**src/rtl/mul_share_arbiter_if.sv**
```systemverilog
// Requester, response and multiplier-side signals of mul_share_arbiter, bundled as one interface.
// With MUL_ARB_STATS_EN defined, the per-requester grant counters are carried here too.
interface mul_share_arbiter_if;
  logic        req_valid_0;
  logic        req_ready_0;
  logic [46:0] req_a_0;
  logic [46:0] req_b_0;
  logic [47:0] req_c_0;
  logic        req_valid_1;
  logic        req_ready_1;
  logic [46:0] req_a_1;
  logic [46:0] req_b_1;
  logic [47:0] req_c_1;

  logic        rsp_valid_0;
  logic        rsp_ready_0;
  logic [95:0] rsp_data_0;
  logic        rsp_valid_1;
  logic        rsp_ready_1;
  logic [95:0] rsp_data_1;

  logic        mul_in_valid;
  logic [46:0] mul_in_1;
  logic [46:0] mul_in_2;
  logic [47:0] mul_in_3;
  logic        mul_out_valid;
  logic [95:0] mul_out;

  logic        err_orphan;
`ifdef MUL_ARB_STATS_EN
  logic [15:0] grant_cnt_0;
  logic [15:0] grant_cnt_1;
`endif

  modport slave (
    input  req_valid_0, req_a_0, req_b_0, req_c_0,
    input  req_valid_1, req_a_1, req_b_1, req_c_1,
    input  rsp_ready_0, rsp_ready_1, mul_out_valid, mul_out,
    output req_ready_0, req_ready_1,
    output rsp_valid_0, rsp_data_0, rsp_valid_1, rsp_data_1,
    output mul_in_valid, mul_in_1, mul_in_2, mul_in_3,
`ifdef MUL_ARB_STATS_EN
    output grant_cnt_0, grant_cnt_1,
`endif
    output err_orphan
  );

  modport master (
    output req_valid_0, req_a_0, req_b_0, req_c_0,
    output req_valid_1, req_a_1, req_b_1, req_c_1,
    output rsp_ready_0, rsp_ready_1, mul_out_valid, mul_out,
    input  req_ready_0, req_ready_1,
    input  rsp_valid_0, rsp_data_0, rsp_valid_1, rsp_data_1,
    input  mul_in_valid, mul_in_1, mul_in_2, mul_in_3,
`ifdef MUL_ARB_STATS_EN
    input  grant_cnt_0, grant_cnt_1,
`endif
    input  err_orphan
  );
endinterface

```
**src/rtl/mul_share_arbiter.sv**
```systemverilog
// Round-robin sharing of one fixed-latency pipelined multiplier between two credit-gated requesters.
// Define MUL_ARB_STATS_EN to add saturating 16-bit grant counters per requester.
module mul_share_arbiter #(
  parameter int unsigned MUL_LAT    = 4,
  parameter int unsigned FIFO_DEPTH = 4
) (
  input logic                clk,
  input logic                rst_n,
  mul_share_arbiter_if.slave bus_io
);

  localparam int unsigned     PtrW    = (FIFO_DEPTH > 1) ? $clog2(FIFO_DEPTH) : 1;
  localparam int unsigned     CntW    = $clog2(FIFO_DEPTH + 1);
  localparam logic [CntW-1:0] CntMax  = CntW'(FIFO_DEPTH);
  localparam logic [PtrW-1:0] PtrLast = PtrW'(FIFO_DEPTH - 1);

  logic [1:0]       req_valid;
  logic [1:0]       rsp_ready;
  logic [1:0]       elig;
  logic [1:0]       grant;
  logic [1:0]       push;
  logic [1:0]       pop;
  logic [1:0]       not_empty;
  logic [1:0][95:0] head;
`ifdef MUL_ARB_STATS_EN
  logic [1:0][15:0] gcnt;
`endif

  logic             last_q;
  logic [MUL_LAT:0] tag_vld_q;
  logic [MUL_LAT:0] tag_id_q;
  logic             tail_vld;
  logic             tail_id;
  logic             orphan;
  logic             mul_vld_q;
  logic [46:0]      mul_a_q;
  logic [46:0]      mul_b_q;
  logic [47:0]      mul_c_q;
  logic             err_q;

  assign req_valid = {bus_io.req_valid_1, bus_io.req_valid_0};
  assign rsp_ready = {bus_io.rsp_ready_1, bus_io.rsp_ready_0};

  // On a tie the requester not served last wins; last_q resets to 1 so requester 0 goes first.
  always_comb begin
    grant = 2'b00;
    if (elig[0] && (!elig[1] || last_q)) begin
      grant[0] = 1'b1;
    end else if (elig[1]) begin
      grant[1] = 1'b1;
    end
  end

  // The oldest tag stage lines up with the multiplier output of the op it describes.
  assign tail_vld = tag_vld_q[MUL_LAT];
  assign tail_id  = tag_id_q[MUL_LAT];
  assign orphan   = bus_io.mul_out_valid && !tail_vld;
  assign push[0]  = bus_io.mul_out_valid && tail_vld && !tail_id;
  assign push[1]  = bus_io.mul_out_valid && tail_vld && tail_id;
  assign pop      = not_empty & rsp_ready;

  always_ff @(posedge clk or negedge rst_n) begin
    if (!rst_n) begin
      last_q    <= 1'b1;
      tag_vld_q <= '0;
      tag_id_q  <= '0;
      mul_vld_q <= 1'b0;
      mul_a_q   <= '0;
      mul_b_q   <= '0;
      mul_c_q   <= '0;
      err_q     <= 1'b0;
    end else begin
      mul_vld_q <= |grant;
      mul_a_q   <= grant[0] ? bus_io.req_a_0 : (grant[1] ? bus_io.req_a_1 : '0);
      mul_b_q   <= grant[0] ? bus_io.req_b_0 : (grant[1] ? bus_io.req_b_1 : '0);
      mul_c_q   <= grant[0] ? bus_io.req_c_0 : (grant[1] ? bus_io.req_c_1 : '0);
      if (|grant) begin
        last_q <= grant[1];
      end
      tag_vld_q <= {tag_vld_q[MUL_LAT-1:0], |grant};
      tag_id_q  <= {tag_id_q[MUL_LAT-1:0], grant[1]};
      if (orphan) begin
        err_q <= 1'b1;
      end
    end
  end

  for (genvar g = 0; g < 2; g++) begin : g_req
    logic [95:0]     mem_q [FIFO_DEPTH];
    logic [PtrW-1:0] wr_q;
    logic [PtrW-1:0] rd_q;
    logic [CntW-1:0] cnt_q;
    logic [CntW-1:0] cnt_d;
    logic [CntW-1:0] credit_q;
    logic [CntW-1:0] credit_d;

    // Credits cover in-flight ops plus stored results, so a push never finds the FIFO full.
    assign elig[g]      = req_valid[g] && (credit_q < CntMax);
    assign not_empty[g] = (cnt_q != '0);
    assign head[g]      = not_empty[g] ? mem_q[rd_q] : '0;

    always_comb begin
      credit_d = credit_q;
      if (grant[g] && !pop[g]) begin
        credit_d = credit_q + CntW'(1);
      end else if (!grant[g] && pop[g]) begin
        credit_d = credit_q - CntW'(1);
      end
      cnt_d = cnt_q;
      if (push[g] && !pop[g]) begin
        cnt_d = cnt_q + CntW'(1);
      end else if (!push[g] && pop[g]) begin
        cnt_d = cnt_q - CntW'(1);
      end
    end

    always_ff @(posedge clk or negedge rst_n) begin
      if (!rst_n) begin
        wr_q     <= '0;
        rd_q     <= '0;
        cnt_q    <= '0;
        credit_q <= '0;
      end else begin
        cnt_q    <= cnt_d;
        credit_q <= credit_d;
        if (push[g]) begin
          wr_q <= (wr_q == PtrLast) ? '0 : wr_q + PtrW'(1);
        end
        if (pop[g]) begin
          rd_q <= (rd_q == PtrLast) ? '0 : rd_q + PtrW'(1);
        end
      end
    end

    always_ff @(posedge clk) begin
      if (push[g]) begin
        mem_q[wr_q] <= bus_io.mul_out;
      end
    end

`ifdef MUL_ARB_STATS_EN
    logic [15:0] gcnt_q;

    always_ff @(posedge clk or negedge rst_n) begin
      if (!rst_n) begin
        gcnt_q <= '0;
      end else if (grant[g] && (gcnt_q != 16'hFFFF)) begin
        gcnt_q <= gcnt_q + 16'd1;
      end
    end

    assign gcnt[g] = gcnt_q;
`endif
  end

  assign bus_io.req_ready_0  = grant[0];
  assign bus_io.req_ready_1  = grant[1];
  assign bus_io.rsp_valid_0  = not_empty[0];
  assign bus_io.rsp_valid_1  = not_empty[1];
  assign bus_io.rsp_data_0   = head[0];
  assign bus_io.rsp_data_1   = head[1];
  assign bus_io.mul_in_valid = mul_vld_q;
  assign bus_io.mul_in_1     = mul_a_q;
  assign bus_io.mul_in_2     = mul_b_q;
  assign bus_io.mul_in_3     = mul_c_q;
  assign bus_io.err_orphan   = err_q;
`ifdef MUL_ARB_STATS_EN
  assign bus_io.grant_cnt_0  = gcnt[0];
  assign bus_io.grant_cnt_1  = gcnt[1];
`endif

endmodule
```
**src/flat_wrapper.sv**
```systemverilog
// flat-port wrapper written by rule: the top's interface ports become plain ports
module mul_share_arbiter_flat 
#(
  parameter int unsigned MUL_LAT    = 4,
  parameter int unsigned FIFO_DEPTH = 4
)
  (clk, rst_n, bus_io_req_valid_0, bus_io_req_a_0, bus_io_req_b_0, bus_io_req_c_0, bus_io_req_valid_1, bus_io_req_a_1, bus_io_req_b_1, bus_io_req_c_1, bus_io_rsp_ready_0, bus_io_rsp_ready_1, bus_io_mul_out_valid, bus_io_mul_out, bus_io_req_ready_0, bus_io_req_ready_1, bus_io_rsp_valid_0, bus_io_rsp_data_0, bus_io_rsp_valid_1, bus_io_rsp_data_1, bus_io_mul_in_valid, bus_io_mul_in_1, bus_io_mul_in_2, bus_io_mul_in_3, bus_io_err_orphan);
  mul_share_arbiter_if bus_io_i ();
  input logic clk;
  input logic rst_n;
  input wire logic [$bits(bus_io_i.req_valid_0)-1:0] bus_io_req_valid_0;
  input wire logic [$bits(bus_io_i.req_a_0)-1:0] bus_io_req_a_0;
  input wire logic [$bits(bus_io_i.req_b_0)-1:0] bus_io_req_b_0;
  input wire logic [$bits(bus_io_i.req_c_0)-1:0] bus_io_req_c_0;
  input wire logic [$bits(bus_io_i.req_valid_1)-1:0] bus_io_req_valid_1;
  input wire logic [$bits(bus_io_i.req_a_1)-1:0] bus_io_req_a_1;
  input wire logic [$bits(bus_io_i.req_b_1)-1:0] bus_io_req_b_1;
  input wire logic [$bits(bus_io_i.req_c_1)-1:0] bus_io_req_c_1;
  input wire logic [$bits(bus_io_i.rsp_ready_0)-1:0] bus_io_rsp_ready_0;
  input wire logic [$bits(bus_io_i.rsp_ready_1)-1:0] bus_io_rsp_ready_1;
  input wire logic [$bits(bus_io_i.mul_out_valid)-1:0] bus_io_mul_out_valid;
  input wire logic [$bits(bus_io_i.mul_out)-1:0] bus_io_mul_out;
  output wire logic [$bits(bus_io_i.req_ready_0)-1:0] bus_io_req_ready_0;
  output wire logic [$bits(bus_io_i.req_ready_1)-1:0] bus_io_req_ready_1;
  output wire logic [$bits(bus_io_i.rsp_valid_0)-1:0] bus_io_rsp_valid_0;
  output wire logic [$bits(bus_io_i.rsp_data_0)-1:0] bus_io_rsp_data_0;
  output wire logic [$bits(bus_io_i.rsp_valid_1)-1:0] bus_io_rsp_valid_1;
  output wire logic [$bits(bus_io_i.rsp_data_1)-1:0] bus_io_rsp_data_1;
  output wire logic [$bits(bus_io_i.mul_in_valid)-1:0] bus_io_mul_in_valid;
  output wire logic [$bits(bus_io_i.mul_in_1)-1:0] bus_io_mul_in_1;
  output wire logic [$bits(bus_io_i.mul_in_2)-1:0] bus_io_mul_in_2;
  output wire logic [$bits(bus_io_i.mul_in_3)-1:0] bus_io_mul_in_3;
  output wire logic [$bits(bus_io_i.err_orphan)-1:0] bus_io_err_orphan;
  assign bus_io_i.req_valid_0 = bus_io_req_valid_0;
  assign bus_io_i.req_a_0 = bus_io_req_a_0;
  assign bus_io_i.req_b_0 = bus_io_req_b_0;
  assign bus_io_i.req_c_0 = bus_io_req_c_0;
  assign bus_io_i.req_valid_1 = bus_io_req_valid_1;
  assign bus_io_i.req_a_1 = bus_io_req_a_1;
  assign bus_io_i.req_b_1 = bus_io_req_b_1;
  assign bus_io_i.req_c_1 = bus_io_req_c_1;
  assign bus_io_i.rsp_ready_0 = bus_io_rsp_ready_0;
  assign bus_io_i.rsp_ready_1 = bus_io_rsp_ready_1;
  assign bus_io_i.mul_out_valid = bus_io_mul_out_valid;
  assign bus_io_i.mul_out = bus_io_mul_out;
  assign bus_io_req_ready_0 = bus_io_i.req_ready_0;
  assign bus_io_req_ready_1 = bus_io_i.req_ready_1;
  assign bus_io_rsp_valid_0 = bus_io_i.rsp_valid_0;
  assign bus_io_rsp_data_0 = bus_io_i.rsp_data_0;
  assign bus_io_rsp_valid_1 = bus_io_i.rsp_valid_1;
  assign bus_io_rsp_data_1 = bus_io_i.rsp_data_1;
  assign bus_io_mul_in_valid = bus_io_i.mul_in_valid;
  assign bus_io_mul_in_1 = bus_io_i.mul_in_1;
  assign bus_io_mul_in_2 = bus_io_i.mul_in_2;
  assign bus_io_mul_in_3 = bus_io_i.mul_in_3;
  assign bus_io_err_orphan = bus_io_i.err_orphan;
  mul_share_arbiter #(.MUL_LAT(MUL_LAT), .FIFO_DEPTH(FIFO_DEPTH)) u_core (.clk(clk), .rst_n(rst_n), .bus_io(bus_io_i));
endmodule
```
**config.mk**
```make
export PLATFORM = sky130hd
export DESIGN_NAME = mul_share_arbiter_flat
export DESIGN_NICKNAME = d
export VERILOG_FILES = /design/src/rtl/mul_share_arbiter_if.sv /design/src/rtl/mul_share_arbiter.sv /design/src/flat_wrapper.sv
export SDC_FILE = /design/constraint.sdc
export NUM_CORES = 1
export LEC_CHECK = 0
export ABC_CLOCK_PERIOD_IN_PS = 6930
export CORE_AREA = 2 2 281 283
export CTS_CLUSTER_DIAMETER = 150
export DETAILED_ROUTE_END_ITERATION = 12
export DIE_AREA = 0 0 283 285
export MAX_ROUTING_LAYER = met4
export PLACE_DENSITY_LB_ADDON = 0.3
export SKIP_LAST_GASP = 1
export SLEW_MARGIN = 20
export SYNTH_ARGS = -nofsm -noshare
export SYNTH_HDL_FRONTEND = slang
export SYNTH_SLANG_ARGS = --single-unit
```
**constraint.sdc**
```tcl
create_clock -name clk -period 6.93 [get_ports clk]
set_input_delay 0.693 -clock clk [delete_from_list [all_inputs] [get_ports clk]]
set_output_delay 0.693 -clock clk [all_outputs]
set_load 0.005 [all_outputs]
```
==> qor.csv, run 1 <==
stage;metric;value;unit
timing;worst_pin_slew;1.09;ns
timing;hold_violations;0;
layout;regArea;27400;um2
grt;overflow;0;
drt;drc;0;
setup_path;critPathBufInv;2;
timing;maxSlewHeadroom;27.5;%
layout;fin_nets;2804;
layout;syn_to_final_growth;32.8;%
setup_path;crit_path_start_kind;register;
drt;wl_per_cell;29.2;um
clock_network;cts.reportedPaths.clkPinSlew;0.06;ns
setup_path;critPathMaxFanout;59;
floorplan;num_rows;103;
setup_path;cp.required;6.24;ns
layout;utilization;60.3;%
layout;final_layout_size_suffix_gt1_share;15.6;%
setup_path;worst_ep_arrival_time;3.56;ns
power_and_ir_drop;power.leakage;16.2;nW
synth;syn_area;35400;um2
floorplan;die_h;285;um
grt;grt_pass1_vias;20293;
clock_network;cts_sinks;942;
place;place_congestion;1.01;
worst_hold_path;hp-class;in -> async;
synth;synthCells;1649;
setup_path;worstPathCellList;buf_4, mux4_2, and2_1, clkdlybuf4s50_1;
setup_path;cp_top_family;buffers and inverters;
place;port_buffers;726;
drt;first_iter_violations;1541;
synth;netlist_top_cells_area;edfxtp_1 (65%), dfrtp_1 (12%), mux4_2 (12%), and2_1 (3.5%), a22o_1 (3.5%);
clock_network;numCtsBuffers;97;
setup_path;cpMaxStageDelayCell;buf_4;
timing;timing.fmax;235;MHz
timing;layout_setup_ws;2.68;ns
synth;async_flop_share;18.5;%
synth;synth_top_area_share;65.2;%
power_and_ir_drop;p_total;18.8;mW
timing;hold_ws;0.122;ns
synth;ys_warn_count;0;
clock_network;cts_htree_levels;3;
place;dpl.hpwl;69000;um
clock_network;cts_tree;yes;
grt;antenna_found_initial;23;
setup_path;worstSetupEndpointType;output port;
timing;finalSetupViolCount;0;
drt;via_count;19144;
run;cap_violations;0;
timing;fin_setup_tns;0;ns
setup_path;rrSetupSlack;3.94;ns
clock_network;insertion_delay;0.64;ns
synth;ys_types;30;
floorplan;ioPinCount;727;
run_status;status;completed;
grt;grt_first_pass_wirelength;147000;um
floorplan;die_x;283;um
synth;ys_ff_latch;942;
power_and_ir_drop;ir_drop;0.000304;V
floorplan;fp.coreArea;78000;um2
drt;route.antenna.remaining_nets;0;
timing;drv_slew;0;
floorplan;die-area;80700;um2
synth;synth-main-ff-cell;edfxtp_1;
setup_path;worstSetupPathType;reg -> out;
synth;synth_top_area_cell;edfxtp_1;
power_and_ir_drop;p_per_area;401;nW/um2
synth;synth_edf_count;768;
clock_network;cts_max_path_buffers;3;
setup_path;crit_path_max_incr_delay;0.87;ns
layout;layout.filler_cells;5664;
clock_network;ctsHoldBuffers;0;
clock_network;cts_resized;0;
timing;finalCritPeriodShare;61.4;%
grt;grt_max_degree;112;
drt;dr.pass1.iters;5;
synth;synth_fp_nets;2054;
drt;via_per_inst;5.40;
place;dp_slack;3.16;ns
timing;rsz0062_at_grt;false;
floorplan;start_util;45.4;%
clock_network;postCtsSetupRepairBufs;0;
layout;multi_input_area;7480;um2
synth;seq_area_frac_synth;77.5;%
clock_network;cts_root_buf;clkbuf_16;
timing;clock_skew;0.0206;ns
drt;drt_wl_total;103000;um
timing;period_minus_slack;4.25;ns
synth;syn_area_per_cell;21.5;um2
grt;grt_usage;26.4;%
[path summary, 6_finish.rpt]
kind	from	endpoint	cells after the start
min in group clk	u_core.tag_id_q[1]	u_core.tag_id_q[2]	0
max in group asynchronous	rst_n	u_core.g_req[0].credit_q[2]	2
hold / removal	rst_n	u_core.bus_io.mul_in_2[23]	1
setup reg to reg	u_core.g_req[0].cnt_q[1]	u_core.g_req[0].cnt_q[2]	10
setup / recovery	u_core.g_req[1].rd_q[1]	bus_io_rsp_data_1[32]	4
hold reg to reg	u_core.tag_id_q[1]	u_core.tag_id_q[2]	0
[report_power, final]
| group | internal, mW | switching [mW] | leakage (nW) |
|---|---|---|---|
| Clock | 2.97 | 2.14 | 1.54 |
| Sequential | 6.85 | 0.482 | 9.16 |
| Combinational | 3.67 | 2.73 | 5.50 |
| Total | 13.5 | 5.35 | 16.2 |
[cell type report]
| class | count | share of cell area, % |
|---|---|---|
| Sequential cell | 942 | 58.4 |
| Timing Repair Buffer | 749 | 16.0 |
| Multi-Input combinational cell | 600 | 15.9 |
| Clock buffer | 130 | 5.67 |
| Tap cell | 1050 | 2.80 |
| Clock inverter | 47 | 1.01 |
| Antenna cell | 21 | 0.112 |
| Inverter | 9 | 0.0719 |
[cell usage after synthesis, types with 4 or more instances]
cell type / count
edfxtp_1: 768
nand2_1: 5
dfrtp_1: 173
ha_1: 14
fa_1: 4
inv_1: 9
buf_6: 5
a22o_1: 142
mux4_2: 192
mux2_2: 10
clkbuf_1: 47
xnor2_1: 4
xor2_1: 8
buf_2: 41
nor2_1: 9
and2_1: 200
[registers in the layout, summed over array words and instances (netlist names)]
signal / cells
u_core.g_req.mem_q: 768
u_core.bus_io.mul_in_3: 48
u_core.bus_io.mul_in_1: 47
u_core.bus_io.mul_in_2: 47
u_core.g_req.cnt_q: 6
u_core.g_req.credit_q: 6
u_core.tag_id_q: 5
u_core.tag_vld_q: 5
u_core.g_req.rd_q: 4
u_core.g_req.wr_q: 4
u_core.bus_io.err_orphan: 1
u_core.last_q: 1
[per-layer routing]
layer | track usage (%) | wire length [um]
met3 | 7.97 | 8900
met1 | 30.7 | 38000
met2 | 42.7 | 52300
met4 | 11.3 | 4300
met5 | - | 0
[cells by family (layout without fill, tap and decap cells)]
family                     Yosys count  count (layout)  synth area share, %
DFF                                942             942                 77.5
and+or+nand+nor                    220             220                 3.82
muxes                              203             203                 12.6
AOI/OAI and AO/OA                  147             147                 3.61
buffers and inverters              107             935                 1.52
adders and majority gates           18              18                0.721
xor gates and xnor gates            12              12                0.297
other                                0              21                    0
[through the flow]
stage | instances | cell area, um2
2_1_floorplan | 1649 | 35400
3_3_place_gp | 3346 | 43700
3_5_place_dp | 3346 | 43700
4_1_cts | 3523 | 46800
5_1_grt | 3548 | 47000
6_report | 3548 | 47000
[layout by cell type, fill, tap and decap left out, types with 2 or more instances in the layout]
master | synthesis | final
a22o_1 | 142 | 142
and2_1 | 200 | 192
and2_4 | 0 | 8
buf_12 | 1 | 3
buf_16 | 0 | 3
buf_4 | 2 | 17
bufinv_16 | 0 | 7
clkbuf_1 | 47 | 23
clkbuf_16 | 0 | 98
clkbuf_8 | 0 | 10
clkdlybuf4s50_1 | 0 | 725
clkinv_1 | 0 | 13
clkinv_2 | 0 | 17
clkinv_8 | 0 | 3
clkinvlp_4 | 0 | 2
dfrtp_1 | 173 | 169
dfrtp_4 | 0 | 4
diode_2 | 0 | 21
edfxtp_1 | 768 | 768
fa_1 | 4 | 4
ha_1 | 14 | 14
inv_1 | 9 | 9
inv_6 | 0 | 2
mux2_2 | 10 | 10
mux4_2 | 192 | 192
nand2_1 | 5 | 5
nor2_1 | 9 | 9
o21ai_0 | 2 | 2
or3_4 | 0 | 2
xnor2_1 | 4 | 4
xor2_1 | 8 | 8
Power figures use the tool's default switching activity.
==> run 2: changes to the inputs <==
Settings changed: ABC_CLOCK_PERIOD_IN_PS 6930 to 4400, CORE_AREA 2 2 281 283 to 2 2 283 285, DIE_AREA 0 0 283 285 to 0 0 285 287.
Clock period 6.93 ns to 4.4 ns, I/O delays scaled along.
==> run 2 against run 1 <==
Effect of this change: design area grew 0.46%; clock power grew 59%; sequential power grew 56%.
==> qor.csv, run 2 (synthesis gave the netlist of run 1 again) <==
stage;metric;value;unit
power_and_ir_drop;ir_drop;0.000374;V
grt;grt_pass1_vias;20442;
setup_path;crit_path_start_kind;register;
timing;fin_setup_tns;0;ns
layout;final_layout_size_suffix_gt1_share;16.5;%
place;placed_cell_area;44000;um2
grt;grt_usage;26.7;%
floorplan;die_x;285;um
timing;maxSlewHeadroom;41.4;%
clock_network;cts_tree;yes;
grt;antenna_found_initial;17;
power_and_ir_drop;p_total;29.8;mW
setup_path;r2r_start;u_core.g_req[1].cnt_q[1];
timing;rsz0062_at_grt;false;
setup_path;crit_path_max_incr_delay;0.90;ns
layout;syn_to_final_growth;33.4;%
clock_network;cts_sinks;942;
run_status;status;completed;
drt;drc;0;
timing;period_minus_slack;3.57;ns
setup_path;cp.required;3.96;ns
drt;drt_wl_total;106000;um
worst_hold_path;hold_depth;0;
timing;layout_setup_ws;0.825;ns
layout;mostFrequentLayoutCells;edfxtp_1 (768), clkdlybuf4s50_1 (725), and2_1 (192), mux4_2 (192), dfrtp_1 (169);
drt;via_per_inst;5.38;
place;dpl.hpwl;73900;um
floorplan;start_util;45.0;%
floorplan;ioPinCount;727;
timing;finalSetupViolCount;0;
setup_path;worst_ep_arrival_time;3.13;ns
drt;wl_per_cell;29.8;um
layout;largest_reg_flops;768;
setup_path;worstSetupPathType;reg -> out;
timing;clock_skew;0.0409;ns
worst_hold_path;hold-path-endpoint;u_core.tag_vld_q[2];
setup_path;worstPathCellList;buf_12, mux4_2, and2_1, clkdlybuf4s50_1;
layout;layout.filler_cells;5657;
clock_network;cts_htree_levels;3;
grt;grt_first_pass_wirelength;151000;um
run;cap_violations;0;
worst_hold_path;hp-class;reg -> reg;
timing;finalCritPeriodShare;81.2;%
worst_hold_path;worstHoldStart;u_core.tag_vld_q[1];
place;dp_slack;1.43;ns
drt;first_iter_violations;1400;
layout;fin_nets;2820;
clock_network;insertion_delay;0.67;ns
place;place_congestion;1.03;
power_and_ir_drop;p_per_area;632;nW/um2
setup_path;worstSetupEndpointType;output port;
drt;route.antenna.remaining_nets;0;
setup_path;r2r_cells;8;
drt;via_count;19175;
clock_network;cts.reportedPaths.clkPinSlew;0.06;ns
clock_network;numCtsBuffers;95;
timing;worst_pin_slew;0.879;ns
power_and_ir_drop;power.leakage;16.3;nW
layout;fin_area;47200;um2
clock_network;cts_resized;0;
timing;drv_slew;0;
layout;layout_commonest_cell;edfxtp_1;
setup_path;critPathMaxFanout;55;
grt;grt_max_degree;95;
setup_path;cpMaxStageDelayCell;dfrtp_4;
floorplan;die-area;81800;um2
place;port_buffers;726;
layout;largest-register;u_core.g_req.mem_q;
timing;timing.fmax;280;MHz
setup_path;rrSetupSlack;1.65;ns
setup_path;rr_endpoint;u_core.g_req[1].credit_q[2];
floorplan;die_h;287;um
timing;hold_violations;0;
floorplan;num_rows;103;
clock_network;cts_max_path_buffers;3;
drt;dr.pass1.iters;5;
floorplan;fp.coreArea;78600;um2
clock_network;cts_root_buf;clkbuf_16;
grt;overflow;0;
[run 2: cell types whose count changed in the layout (fill, tap and decap cells not counted), moves of 3 or more]
cell,previous run,this run
clkinv_2,17,20
buf_12,3,12
diode_2,21,17
buf_16,3,0
clkinv_1,13,9
clkbuf_8,10,16
buf_4,17,28
clkbuf_16,98,95
[run 2: stage by stage]
stage	instances	util, %	hold WS (ns)
6_report	3564	60.1	0.347
5_1_grt	3562	60.0	0.358
4_1_cts	3547	60.0	0.334
3_5_place_dp	3367	55.9	0.335
3_3_place_gp	3367	55.9	0.335
2_1_floorplan	1649	-	0.144
[run 2: critical path: cells and delay by family, from the launching register on]
family / cells / cell delay [ns]
DFF: 1 / 0.90
muxes: 1 / 0.37
and+or+nand+nor: 1 / 0.18
buffers and inverters: 2 / 0.95
[run 2: where the power goes]
group | switching (mW) | internal, mW | total (mW)
sequential | 0.633 | 10.8 | 11.4
combinational | 4.47 | 5.84 | 10.3
clock | 3.43 | 4.68 | 8.11
[run 2: layout make-up]
type	instances	area, um2	area share [%]
Clock buffer	131	2660	5.64
Timing Repair Buffer	767	7730	16.4
Sequential cell	942	27400	58.1
Clock inverter	48	515	1.09
Antenna cell	17	42.5	0.0901
Inverter	9	33.8	0.0716
Multi-Input combinational cell	600	7480	15.8
Tap cell	1050	1310	2.78
[run 2: routing by layer]
metal / wire, um / vias to the layer above / track usage (%)
met5: 0 / - / -
met4: 2230 / 0 / 7.23
met3: 8870 / 99 / 8.00
met2: 55400 / 769 / 45.1
met1: 39500 / 10121 / 31.4
li1: - / 8186 / -
[run 2: what timing repair did]
item | 4_1_cts | 5_1_grt
endpoints found under the hold margin | 90 | 0
hold buffers | 1 | 0
setup buffers | 0 | 0
[run 2: worst max-delay path by stage]
stage / to / slack [ns] / cells past startpoint / start
after floorplan: u_core.g_req[1].mem_q[0][0] / 0.89 / 3 / bus_io_mul_out_valid
after global placement: bus_io_rsp_data_1[39] / 1.44 / 4 / u_core.g_req[1].rd_q[0]
after detailed placement: u_core.g_req[1].mem_q[0][83] / 1.43 / 4 / bus_io_mul_out_valid
after CTS: bus_io_rsp_data_1[39] / 0.74 / 4 / u_core.g_req[1].rd_q[0]
after global routing: bus_io_rsp_data_1[39] / 0.65 / 4 / u_core.g_req[1].rd_q[0]
final: bus_io_rsp_data_0[34] / 0.83 / 4 / u_core.g_req[0].rd_q[1]
